<file path="src/rtl/seq_alu.sv">
// rtl/seq_alu.sv - clocked ALU with registered single-cycle ops and iterative signed MUL / unsigned DIVU
module seq_alu #(
  parameter int WIDTH = 32,
  parameter int CNT_W = 6
) (
  input  logic             CLK,
  input  logic             RST,
  input  logic             START,
  input  logic [5:0]       OPRN,
  input  logic [WIDTH-1:0] OP1,
  input  logic [WIDTH-1:0] OP2,
  output logic             BUSY,
  output logic             DONE,
  output logic [WIDTH-1:0] OUT,
  output logic [WIDTH-1:0] HI,
  output logic             ZERO
);

  localparam logic [1:0] S_IDLE = 2'd0;
  localparam logic [1:0] S_MUL  = 2'd1;
  localparam logic [1:0] S_DIV  = 2'd2;

  localparam logic [3:0] OP_ADD  = 4'h1;
  localparam logic [3:0] OP_SUB  = 4'h2;
  localparam logic [3:0] OP_MUL  = 4'h3;
  localparam logic [3:0] OP_SRL  = 4'h4;
  localparam logic [3:0] OP_SLL  = 4'h5;
  localparam logic [3:0] OP_AND  = 4'h6;
  localparam logic [3:0] OP_OR   = 4'h7;
  localparam logic [3:0] OP_NOR  = 4'h8;
  localparam logic [3:0] OP_SLT  = 4'h9;
  localparam logic [3:0] OP_DIVU = 4'hA;

  // Final iteration index: the WIDTH-th step runs while cnt holds this value.
  localparam logic [CNT_W-1:0] LAST = CNT_W'(WIDTH - 1);

  logic [1:0]         state;
  logic [CNT_W-1:0]   cnt;
  logic [3:0]         op;
  logic               unused_oprn;
  logic [WIDTH-1:0]   alu_res;
  logic [WIDTH-1:0]   abs1;
  logic [WIDTH-1:0]   abs2;

  // Multiplier: magnitude multiplicand plus a combined {partial, multiplier} shift register.
  logic [WIDTH-1:0]   mcand;
  logic [2*WIDTH-1:0] prod;
  logic               neg;
  logic [WIDTH:0]     mul_sum;
  logic [2*WIDTH-1:0] mul_next;
  logic [2*WIDTH-1:0] mul_final;

  // Divider: remainder, dividend shifting out / quotient shifting in, latched divisor.
  logic [WIDTH-1:0]   divisor;
  logic [WIDTH-1:0]   rem;
  logic [WIDTH-1:0]   quo;
  logic [WIDTH:0]     div_shift;
  logic [WIDTH:0]     div_trial;
  logic               div_ok;
  logic [WIDTH-1:0]   rem_next;
  logic [WIDTH-1:0]   quo_next;

  assign op          = OPRN[3:0];
  assign unused_oprn = ^OPRN[5:4];
  assign BUSY        = (state != S_IDLE);
  assign abs1        = OP1[WIDTH-1] ? -OP1 : OP1;
  assign abs2        = OP2[WIDTH-1] ? -OP2 : OP2;

  // Single-cycle result; shifts by WIDTH or more fall out to zero naturally.
  always_comb begin
    alu_res = '0;
    case (op)
      OP_ADD: alu_res = OP1 + OP2;
      OP_SUB: alu_res = OP1 - OP2;
      OP_SRL: alu_res = OP1 >> OP2;
      OP_SLL: alu_res = OP1 << OP2;
      OP_AND: alu_res = OP1 & OP2;
      OP_OR:  alu_res = OP1 | OP2;
      OP_NOR: alu_res = ~(OP1 | OP2);
      OP_SLT: alu_res = {{(WIDTH-1){1'b0}}, ($signed(OP1) < $signed(OP2))};
      default: alu_res = '0;
    endcase
  end

  // One shift-add step on the magnitudes, plus sign fix-up for the final load.
  always_comb begin
    mul_sum   = {1'b0, prod[2*WIDTH-1:WIDTH]} + (prod[0] ? {1'b0, mcand} : '0);
    mul_next  = {mul_sum, prod[WIDTH-1:1]};
    mul_final = neg ? -mul_next : mul_next;
  end

  // One restoring-division step; a zero divisor never borrows, giving all-ones quotient.
  always_comb begin
    div_shift = {rem, quo[WIDTH-1]};
    div_trial = div_shift - {1'b0, divisor};
    div_ok    = ~div_trial[WIDTH];
    rem_next  = div_ok ? div_trial[WIDTH-1:0] : div_shift[WIDTH-1:0];
    quo_next  = {quo[WIDTH-2:0], div_ok};
  end

  // Control FSM, iteration datapath and registered outputs.
  always_ff @(posedge CLK or posedge RST) begin
    if (RST) begin
      state   <= S_IDLE;
      cnt     <= '0;
      OUT     <= '0;
      HI      <= '0;
      ZERO    <= 1'b1;
      DONE    <= 1'b0;
      mcand   <= '0;
      prod    <= '0;
      neg     <= 1'b0;
      divisor <= '0;
      rem     <= '0;
      quo     <= '0;
    end else begin
      DONE <= 1'b0;
      case (state)
        S_IDLE: begin
          if (START) begin
            case (op)
              OP_MUL: begin
                mcand <= abs1;
                prod  <= {{WIDTH{1'b0}}, abs2};
                neg   <= OP1[WIDTH-1] ^ OP2[WIDTH-1];
                cnt   <= '0;
                state <= S_MUL;
              end
              OP_DIVU: begin
                divisor <= OP2;
                quo     <= OP1;
                rem     <= '0;
                cnt     <= '0;
                state   <= S_DIV;
              end
              default: begin
                OUT  <= alu_res;
                HI   <= '0;
                ZERO <= (alu_res == '0);
                DONE <= 1'b1;
              end
            endcase
          end
        end
        S_MUL: begin
          if (cnt == LAST) begin
            OUT   <= mul_final[WIDTH-1:0];
            HI    <= mul_final[2*WIDTH-1:WIDTH];
            ZERO  <= (mul_final[WIDTH-1:0] == '0);
            DONE  <= 1'b1;
            cnt   <= '0;
            state <= S_IDLE;
          end else begin
            prod <= mul_next;
            cnt  <= cnt + 1'b1;
          end
        end
        S_DIV: begin
          if (cnt == LAST) begin
            OUT   <= quo_next;
            HI    <= rem_next;
            ZERO  <= (quo_next == '0);
            DONE  <= 1'b1;
            cnt   <= '0;
            state <= S_IDLE;
          end else begin
            rem <= rem_next;
            quo <= quo_next;
            cnt <= cnt + 1'b1;
          end
        end
        default: state <= S_IDLE;
      endcase
    end
  end

endmodule

</file>
<file path="config.mk">
export PLATFORM = sky130hd
export DESIGN_NAME = seq_alu
export DESIGN_NICKNAME = d
export VERILOG_FILES = /design/src/rtl/seq_alu.sv
export SDC_FILE = /design/constraint.sdc
export NUM_CORES = 1
export LEC_CHECK = 0
export BUFFER_PORTS_ARGS = -buffer_cell sky130_fd_sc_hd__buf_2
export CAP_MARGIN = 10
export CORE_MARGIN = 3
export CORE_UTILIZATION = 35
export DETAILED_ROUTE_END_ITERATION = 8
export PLACE_DENSITY = 0.52
export SETUP_SLACK_MARGIN = 0.4
export SYNTH_ARGS = -nofsm -noshare
export SYNTH_HDL_FRONTEND = slang
export SYNTH_SLANG_ARGS = --single-unit
export TNS_END_PERCENT = 30
</file>
<file path="constraint.sdc">
create_clock -name CLK -period 20.8 [get_ports CLK]
set_input_delay 1.04 -clock CLK [delete_from_list [all_inputs] [get_ports CLK]]
set_output_delay 1.04 -clock CLK [all_outputs]
set_load 0.1 [all_outputs]
</file>
-- After elaboration in Yosys (flattened, before gate mapping)
Index checks and enable logic that the tools add are counted.
W data, S select, Z words.
- shift operators: 2
- bitwise gates (word level): 5
- $add $sub $neg: 8
- equal/unequal tests: 24
- $lt $le $gt $ge: 1
- reduce and logical (&&, ||, !) cells: 18
- multiplexer cells: 45
- operator list (cell ; number):
    $mux W32 ; 18
    $mux W64 ; 4
    $pmux W32 S8 ; 1
    $pmux W32 S3 ; 2
    $pmux W32 S2 ; 2
    $pmux W64 S2 ; 1
    $logic_not A32 Y1 ; 3
    $neg A32 Y32 ; 2
    $neg A64 Y64 ; 1
    $add A32 B32 Y33 ; 1
    $sub A33 B32 Y33 ; 1
    $add A32 B32 Y32 ; 1
    $and A32 B32 Y32 ; 1
    $lt A32 B32 Y1 ; 1
    $not A32 Y32 ; 1
    $or A32 B32 Y32 ; 1
    $shl A32 B32 Y32 ; 1
    $shr A32 B32 Y32 ; 1
    $sub A32 B32 Y32 ; 1
    $mux W6 ; 3
    $eq A4 B3 Y1 const B ; 4
    $ne A2 B2 Y1 const B ; 7
    $eq A4 B4 Y1 const B ; 3
    $pmux W6 S2 ; 1
    22 further kinds ; 41
- word-level logic and storage cells: 115
- bits of input ports: 73
- flip-flop bits (word level): 267

-- Longest topological paths before layout
Gate-level depths: netlist of the first run.
- depth in word-level cells: 7
- mapped depth: 18
- mapped depth without buffers: 14

-- Least setup slack after synthesis of the first run
No wires, ideal clock.
- path kind: input -> register
- from: in OP2[2]
- to: reg ZERO
- setup slack: 15.390 ns
- arrival: 5.320 ns
- stages on the path: 18
- required time: 20.709 ns
- cell sequence: buf_2 > buf_2 > buf_2 > inv_1 > buf_2 > clkbuf_1 > ha_1 > nor2b_1 > a211oi_1 > o41ai_1 > o21bai_1 > a211o_1 > and4_1 > o41a_1 > a31o_1 > nor4_1 > nand4_1 > o31ai_1
- longest elaborated chain between the ends: 7
- ends and longest elaborated chain (element ; line ; RTL):
    start, declared ; 11 ; input logic [WIDTH-1:0] OP2,
    branches (longest 2 deep; another with $sub A32 B32 Y32) ; -- ;
    $pmux W32 S8 (*) ; 72 ; case (op)
    $logic_not A32 Y1 (*) ; 139 ; ZERO <= (alu_res == '0);
    $mux W1 (*) ; 121 ; case (op)
    $mux W1 (*) ; 120 ; if (START) begin
    $pmux W1 S3 (*) ; 118 ; case (state)
    end signal, assigned ; 139 ;
    end signal, assigned ; 149 ; ZERO <= (mul_final[WIDTH-1:0] == '0);
    end signal, assigned ; 162 ; ZERO <= (quo_next == '0);
    end, declared ; 16 ; output logic ZERO
Mark *: on every way between the ends. The select of a mux whose other input is x is not followed.
A chain may end at the register's enable or synchronous reset.

-- Final worst setup path of the first run
- from: in OP2[4]
- to: reg ZERO
Same word-level chain as after synthesis.

==> reports/results.ini, run 1 <==
[sta]
tightest_slew_ns=1.23
whs_ns=0.471
post-route-min-period_ns=6.53
rsz0062_at_grt=false
timing.final.crit_share=0.314
max_freq_mhz=153
hold_viol_final=0
setup_violations=0
relSlewSlack=0.162
report.final.slew_viol_count=0
clock_skew_ns=0.0203
tns_ns=0

[critical_path]
crit_path_max_incr_delay_ns=0.74
r2r_slack_ns=15.50
crit_family=compound AO/OA/AOI/OAI gates
cp_common_cell=o21ai_0
cp-startpoint=OP2[4]
cp-end-kind=register
slowest_stage=nor4_1
required_ns=21.24
path_class=input port to register
path_cells=buf_2 -> inv_1 -> ha_1 -> nand2b_1 -> a21oi_1 -> nor4_1 -> nor3_1 -> a211oi_2 -> o21ai_0 -> a2111o_1 -> a211o_1 -> o21ai_0 -> nand4_1 -> o31ai_1
startpoint_type=input port
timing.critical_path.buf_inv=2
cp.depth=14
ff2ff_path_depth=14
worstPathMaxFanout=29
r2r_end=HI[31]
crit_end=ZERO
cp_data_arrival_time_ns=6.98
reg2reg_from=prod[0]

[synthesis]
seq_area_frac_synth=0.240
synth-seq-cells=267
synthCells=3478
syn_area_mm2=0.0279
postSynthAreaPerCell_um2=8.02
synth_top_area_frac=0.239
synthArstFlopShare=1.00
synthFlopType=dfrtp_1
synth-edff-count=0
ys_types=98
yosys.area.top_type=dfrtp_1
syn-num-nets=3741
synth_warnings=0
yosys-top-cells-area=dfrtp_1 24%, ha_1 8.3%, o21ai_0 7.0%

[layout]
seq_area_mm2=0.00668
syn_to_final_growth_pct=9.06
nets=3696
multi_input_area_mm2=0.0197
n_fill_cell=8073
drive_gt1_frac=0.118
mostFrequentLayoutCell=nand2_1
final_cell_mix=401 x nand2_1, 392 x o21ai_0, 265 x dfrtp_1

[power_and_ir_drop]
p_leak_nw=12.7
p_per_area_mw_per_mm2=125
vdd_drop_max_uv=127

[cts]
h-tree-depth=2
cts-resized-gates=0
cts_root_buf=clkbuf_16
clkLatencyLatePin_ns=0.55
clkTransAtPathRegs_ns=0.06
hold_buffers=0
cts_made_buffers=34
cts_setup_buffers=0
cts_tree=built
clock-sinks=267
cts_max_path_buffers=3

[placement]
hpwl_um=91100
io_buffers=137
place_congestion=1.04

[floorplan]
die_area_mm2=0.0831
pin_count=140
die_y_um=288
initial_core_util=0.357
core_mm2=0.0782
placementRows=102
die_w_um=288

[global_route]
antenna_found_initial=5
grt_usage=0.286
grt_pass1_vias=26300
grt_pass1_wl_um=179000
overflow=0
grt_max_degree=135

[route]
viasPerCell=6.27
first_iter_violations=3520
vias=28200
wire_per_inst_um=27.1
routed_wl_um=122000
drc=0
drtPass1Iterations=8
ant_nets=0

[run_status]
status=complete, no violations

[min_path]
hold_path_class=register to register

[flow_run]
cap_violations=0

[kinds of logic (layout without fill, tap and decap cells)]
kind of cell	count (synthesis)	count (layout)	synth area share
buffers and inverters	424	401	0.0590
XOR/XNOR	163	163	0.0512
adder cells (fa/ha/maj)	190	190	0.0863
AND/OR/NAND/NOR	1090	1090	0.189
flip-flops	267	267	0.240
AO/OA/AOI/OAI	1145	1145	0.273
multiplexers	199	199	0.102
other	0	1	0
[stage by stage]
step           cells  utilization  worst slack [ns]  power (mW)  instance area, µm²
5_1_grt         4496        0.389             14.23        4.01               30400
6_report        4496        0.389             14.27        3.79               30400
3_3_place_gp    4437        0.374             14.00        3.13               29300
3_5_place_dp    4437        0.374             14.00        3.14               29300
4_1_cts         4495        0.389             14.54        3.77               30400
2_1_floorplan   3478            -             12.41        2.48               27900
[metal layers]
| metal | vias up | global-route usage | share of wire |
|---|---|---|---|
| li1 | 12800 | - | - |
| met1 | 13600 | 0.398 | 0.43 |
| met2 | 1524 | 0.424 | 0.42 |
| met3 | 274 | 0.0547 | 0.094 |
| met4 | 8 | 0.134 | 0.054 |
| met5 | - | 0 | 0.00045 |
[power by group]
group	internal (mW)	switching (mW)	total, mW
registers	0.720	0.183	0.903
clock network	0.374	0.245	0.619
logic	0.660	1.61	2.27
total	1.75	2.04	3.79
[worst min path at each step]
stage,from,end,slack [ns],depth (start not counted)
after floorplan,mcand[31],mcand[31],0.44,2
after global placement,OUT[21],OUT[21],0.45,2
after detailed placement,OUT[21],OUT[21],0.45,2
after CTS,OUT[9],OUT[9],0.47,2
after global routing,OUT[9],OUT[9],0.49,2
final,OUT[9],OUT[9],0.47,2
[layout make-up]
cell class / instances / area share
antenna: 1 / 0.0000822
clock buffer: 47 / 0.0330
tap: 1040 / 0.0428
multi-input combinational: 2787 / 0.646
inverter: 162 / 0.0202
timing repair buffer: 181 / 0.0336
sequential: 267 / 0.220
clock inverter: 11 / 0.00444
[worst min-delay path: cells and delay by family (launching register included)]
kind	cells	cell delay [ns]
AND/OR/NAND/NOR	2	0.10
flip-flops	1	0.34
[registers in the layout, indices dropped and copies added, names as in the netlist]
name	count
prod	64
ZERO	1
neg	1
DONE	1
rem	32
OUT	32
HI	32
cnt	6
mcand	32
divisor	32
quo	32
state	2
[synth_stat cells, types with 29 or more instances]
master    instances
a211oi_1         39
mux2_2           42
nor3_1           76
nand2b_1         41
nor2_1          223
mux2i_1          94
nand3_1          62
o21ai_0         392
or3_1            29
a22oi_1          31
ha_1            186
a221oi_1         50
inv_1           158
a31oi_1          31
a21o_1           50
mux4_2           63
xnor2_1         139
nor4_1           33
a21oi_1         175
nand2_1         401
and2_1           56
o31ai_1          49
a221o_1          32
clkbuf_1        209
buf_1            29
dfrtp_1         266
No activity file was read; power rests on OpenSTA's default activity.
==> run 2, diff against run 1 <==
--- a/config.mk
+++ b/config.mk
@@ -5,12 +5,13 @@
 export SDC_FILE = /design/constraint.sdc
 export NUM_CORES = 1
 export LEC_CHECK = 0
+export ABC_AREA = 1
 export BUFFER_PORTS_ARGS = -buffer_cell sky130_fd_sc_hd__buf_2
 export CAP_MARGIN = 10
 export CORE_MARGIN = 3
 export CORE_UTILIZATION = 35
 export DETAILED_ROUTE_END_ITERATION = 8
-export PLACE_DENSITY = 0.52
+export PLACE_DENSITY = 0.54
 export SETUP_SLACK_MARGIN = 0.4
 export SYNTH_ARGS = -nofsm -noshare
 export SYNTH_HDL_FRONTEND = slang
==> constraint.sdc (replaced) <==
create_clock -name CLK -period 6 [get_ports CLK]
set_input_delay 0.3 -clock CLK [delete_from_list [all_inputs] [get_ports CLK]]
set_output_delay 0.3 -clock CLK [all_outputs]
set_load 0.1 [all_outputs]
==> run 2 against run 1 <==
Against the previous run:
- sequential share of layout area is 0.078 points higher
- worst setup slack lost 13 ns
- critical endpoint is now HI[30]
- largest power group unchanged
- clock skew increased by 0.0093 ns
- via count rose by 7.9%
- highest routed layer unchanged
- wire length rose by 4.9%
- power rose to 3.6 times the previous value
- sequential power increased to 3.4 times the previous value
==> reports/results.ini, run 2 <==
[power_and_ir_drop]
vdd_drop_max_uv=293  ; +130%
p_per_area_mw_per_mm2=452  ; +260%
p_leak_nw=15.3  ; +20%
total_power_mw=13.7  ; +260%
p_switching_mw=7.68  ; +280%
p_sw_frac=0.561  ; +0.0232
pwr-share-seq=0.221  ; -0.017
internal_power_mw=6.02  ; +240%
clockPowerShare=0.163  ; about the same
combPwrFrac=0.616  ; +0.017

[global_route]
grt_pass1_wl_um=188000  ; +5.3%
grt_max_degree=117  ; -13%
overflow=0  ; unchanged
antenna_found_initial=6  ; +1
grt_pass1_vias=28700  ; +9.1%
grt_usage=0.303  ; +0.0175

[critical_path]
cp_data_arrival_time_ns=4.83  ; -2.15 ns
cp-end-kind=register
required_ns=6.48  ; -14.76 ns
startpoint_type=register
path_class=register to register
worstPathMaxFanout=48  ; +66%

[cts]
cts_setup_buffers=0  ; unchanged
clkTransAtPathRegs_ns=0.07  ; about the same
hold_buffers=1  ; +1
clkLatencyLatePin_ns=0.61  ; +0.06 ns
cts_max_path_buffers=3  ; unchanged
cts_made_buffers=30  ; -12%
h-tree-depth=1  ; -1
cts_root_buf=clkbuf_16
cts_tree=built
clock-sinks=267  ; unchanged
cts-resized-gates=0  ; unchanged

[floorplan]
die_w_um=287  ; -0.59%
die_y_um=287  ; -0.59%
pin_count=140  ; unchanged
die_area_mm2=0.0822  ; -1.2%
core_mm2=0.0777  ; -0.65%
placementRows=102  ; unchanged
initial_core_util=0.355  ; -0.00194

[sta]
tns_ns=0  ; unchanged
setup_violations=0  ; unchanged
max_freq_mhz=230
rsz0062_at_grt=false
report.final.slew_viol_count=0  ; unchanged
hold_viol_final=0  ; unchanged
timing.final.crit_share=0.726
relSlewSlack=0.185  ; +0.0237
tightest_slew_ns=1.22  ; -0.00840 ns
post-route-min-period_ns=4.36
clock_skew_ns=0.0297  ; +0.00933 ns

[run_status]
status=complete, no violations

[route]
ant_nets=0  ; unchanged
first_iter_violations=3652  ; +3.8%
drc=0  ; unchanged
wire_per_inst_um=23.3  ; -14%
drtPass1Iterations=6  ; -2
vias=30400  ; +7.9%
viasPerCell=5.55  ; -11%
routed_wl_um=128000  ; +4.9%

[layout]
syn_to_final_growth_pct=9.97
largest_register_ffs=64  ; unchanged
utilization=0.390  ; +0.00109
final_cell_mix=1192 x nand2_1, 428 x inv_1, 416 x nand3_1
nets=4676  ; +27%
drive_gt1_frac=0.0789  ; -0.0395
mostFrequentLayoutCell=nand2_1
regMostFlops=prod

[synthesis]
yosys-top-cells-area=dfrtp_1 24%, nand2_1 16%, ha_1 8.4%
postSynthAreaPerCell_um2=6.27  ; -22%
synth-seq-cells=267  ; unchanged
synthTopCellsByCount=1195 x nand2_1, 429 x inv_1, 417 x nand3_1
seq_area_frac_synth=0.242  ; +0.00289
synth_warnings=0  ; unchanged
syn-num-nets=4657  ; +24%
synth_top_area_frac=0.241  ; +0.00288
ys_types=65  ; -34%
yosysMostFrequentCell=nand2_1
synthArstFlopShare=1.00  ; unchanged
synthFlopType=dfrtp_1
syn_area_mm2=0.0276  ; -1.2%
synthCells=4394  ; +26%
synth-edff-count=0  ; unchanged
yosys.area.top_type=dfrtp_1

[placement]
place_congestion=1.04  ; -0.51%
io_buffers=137  ; unchanged
hpwl_um=100000  ; +10%

[flow_run]
cap_violations=0  ; unchanged

[min_path]
hold_path_class=input port to register

run 2: cell count changes in the layout (fill, tap and decap cells not counted), sizes merged, moves of 63 or more:
| cell | delta |
|---|---|
| nand2 | +819 |
| xor2 | +68 |
| inv | +288 |
| a21oi | +125 |
| nor2 | +201 |
| mux2i | -94 |
| nand3 | +356 |
| mux4 | -63 |
| xnor2 | -111 |
run 2: logic make-up (layout without fill, tap and decap cells):
| group | count (synthesis) | after routing | share of synthesized area |
|---|---|---|---|
| buf+inv | 644 | 687 | 0.0911 |
| fa+ha+maj | 190 | 190 | 0.0873 |
| compound gates | 952 | 952 | 0.197 |
| xor+xnor | 120 | 120 | 0.0404 |
| other cells | 0 | 3 | 0 |
| simple gates | 2221 | 2221 | 0.341 |
| flops | 267 | 267 | 0.242 |
run 2: metal layers:
metal	wire, µm	global-route usage	up-vias	share of wire
li1	-	-	14600	-
met1	54600	0.413	14300	0.43
met2	56300	0.479	1285	0.44
met3	10100	0.0372	204	0.079
met4	6790	0.136	10	0.053
met5	68	0	-	0.00053
run 2: critical path: stages (launching register included):
cell and delay [ns]:
dfrtp_1 0.34, inv_1 0.06, ha_1 0.20, fa_1 0.41
o21ai_1 0.24, nand2_1 0.08, nand2_1 0.14, a21oi_1 0.14
o21ai_2 0.27, nand2_1 0.08, nand2_1 0.19, nand3_1 0.14
nand2_1 0.08, nand2_1 0.06, nand2_2 0.63, inv_1 0.31
a21oi_1 0.19, o21ai_0 0.10, o211ai_1 0.28, nand2_1 0.12
nand2_1 0.09, nand2_1 0.05
run 2: per-stage QoR:
| step | hold WS, ns | cells | instance area, µm² | worst slack [ns] |
|---|---|---|---|---|
| after CTS | 0.0346 | 5477 | 30300 | 1.61 |
| after global routing | 0.0477 | 5477 | 30300 | 1.24 |
| after detailed placement | 0.460 | 5420 | 29100 | 1.65 |
| after global placement | 0.457 | 5420 | 29100 | 1.65 |
| final | 0.0498 | 5480 | 30300 | 1.64 |
| after floorplan | 0.452 | 4394 | 27600 | 2.18 |
run 2: layout make-up:
class | count | area (µm²)
Fill cell | 8514 | 47400
Multi-Input combinational cell | 3483 | 18400
Sequential cell | 267 | 6680
Inverter | 450 | 1690
Tap cell | 1040 | 1300
Timing Repair Buffer | 181 | 1040
Clock buffer | 36 | 823
Clock inverter | 20 | 360
Antenna cell | 3 | 7.51
run 2: worst paths after layout:
check	from	to	slack, ns	cells after the start
worst max-delay path	quo[31]	HI[30]	1.64	21
worst min-delay path	START	DONE	0.05	3
worst max register to register	quo[31]	HI[30]	1.64	21
worst min register to register	HI[27]	HI[27]	0.47	2
max in group asynchronous	RST	prod[22]	4.59	5
min in group asynchronous	RST	HI[18]	0.42	4
run 2: power groups by stage:
stage / Clock (mW) / Combinational [mW] / Sequential [mW]
floorplan: 0 / 4.98 / 4.05
global placement: 0 / 8.31 / 3.04
detailed placement: 0 / 8.35 / 3.04
CTS: 2.27 / 8.38 / 3.02
global route: 2.34 / 9.23 / 3.11
finish: 2.23 / 8.44 / 3.03
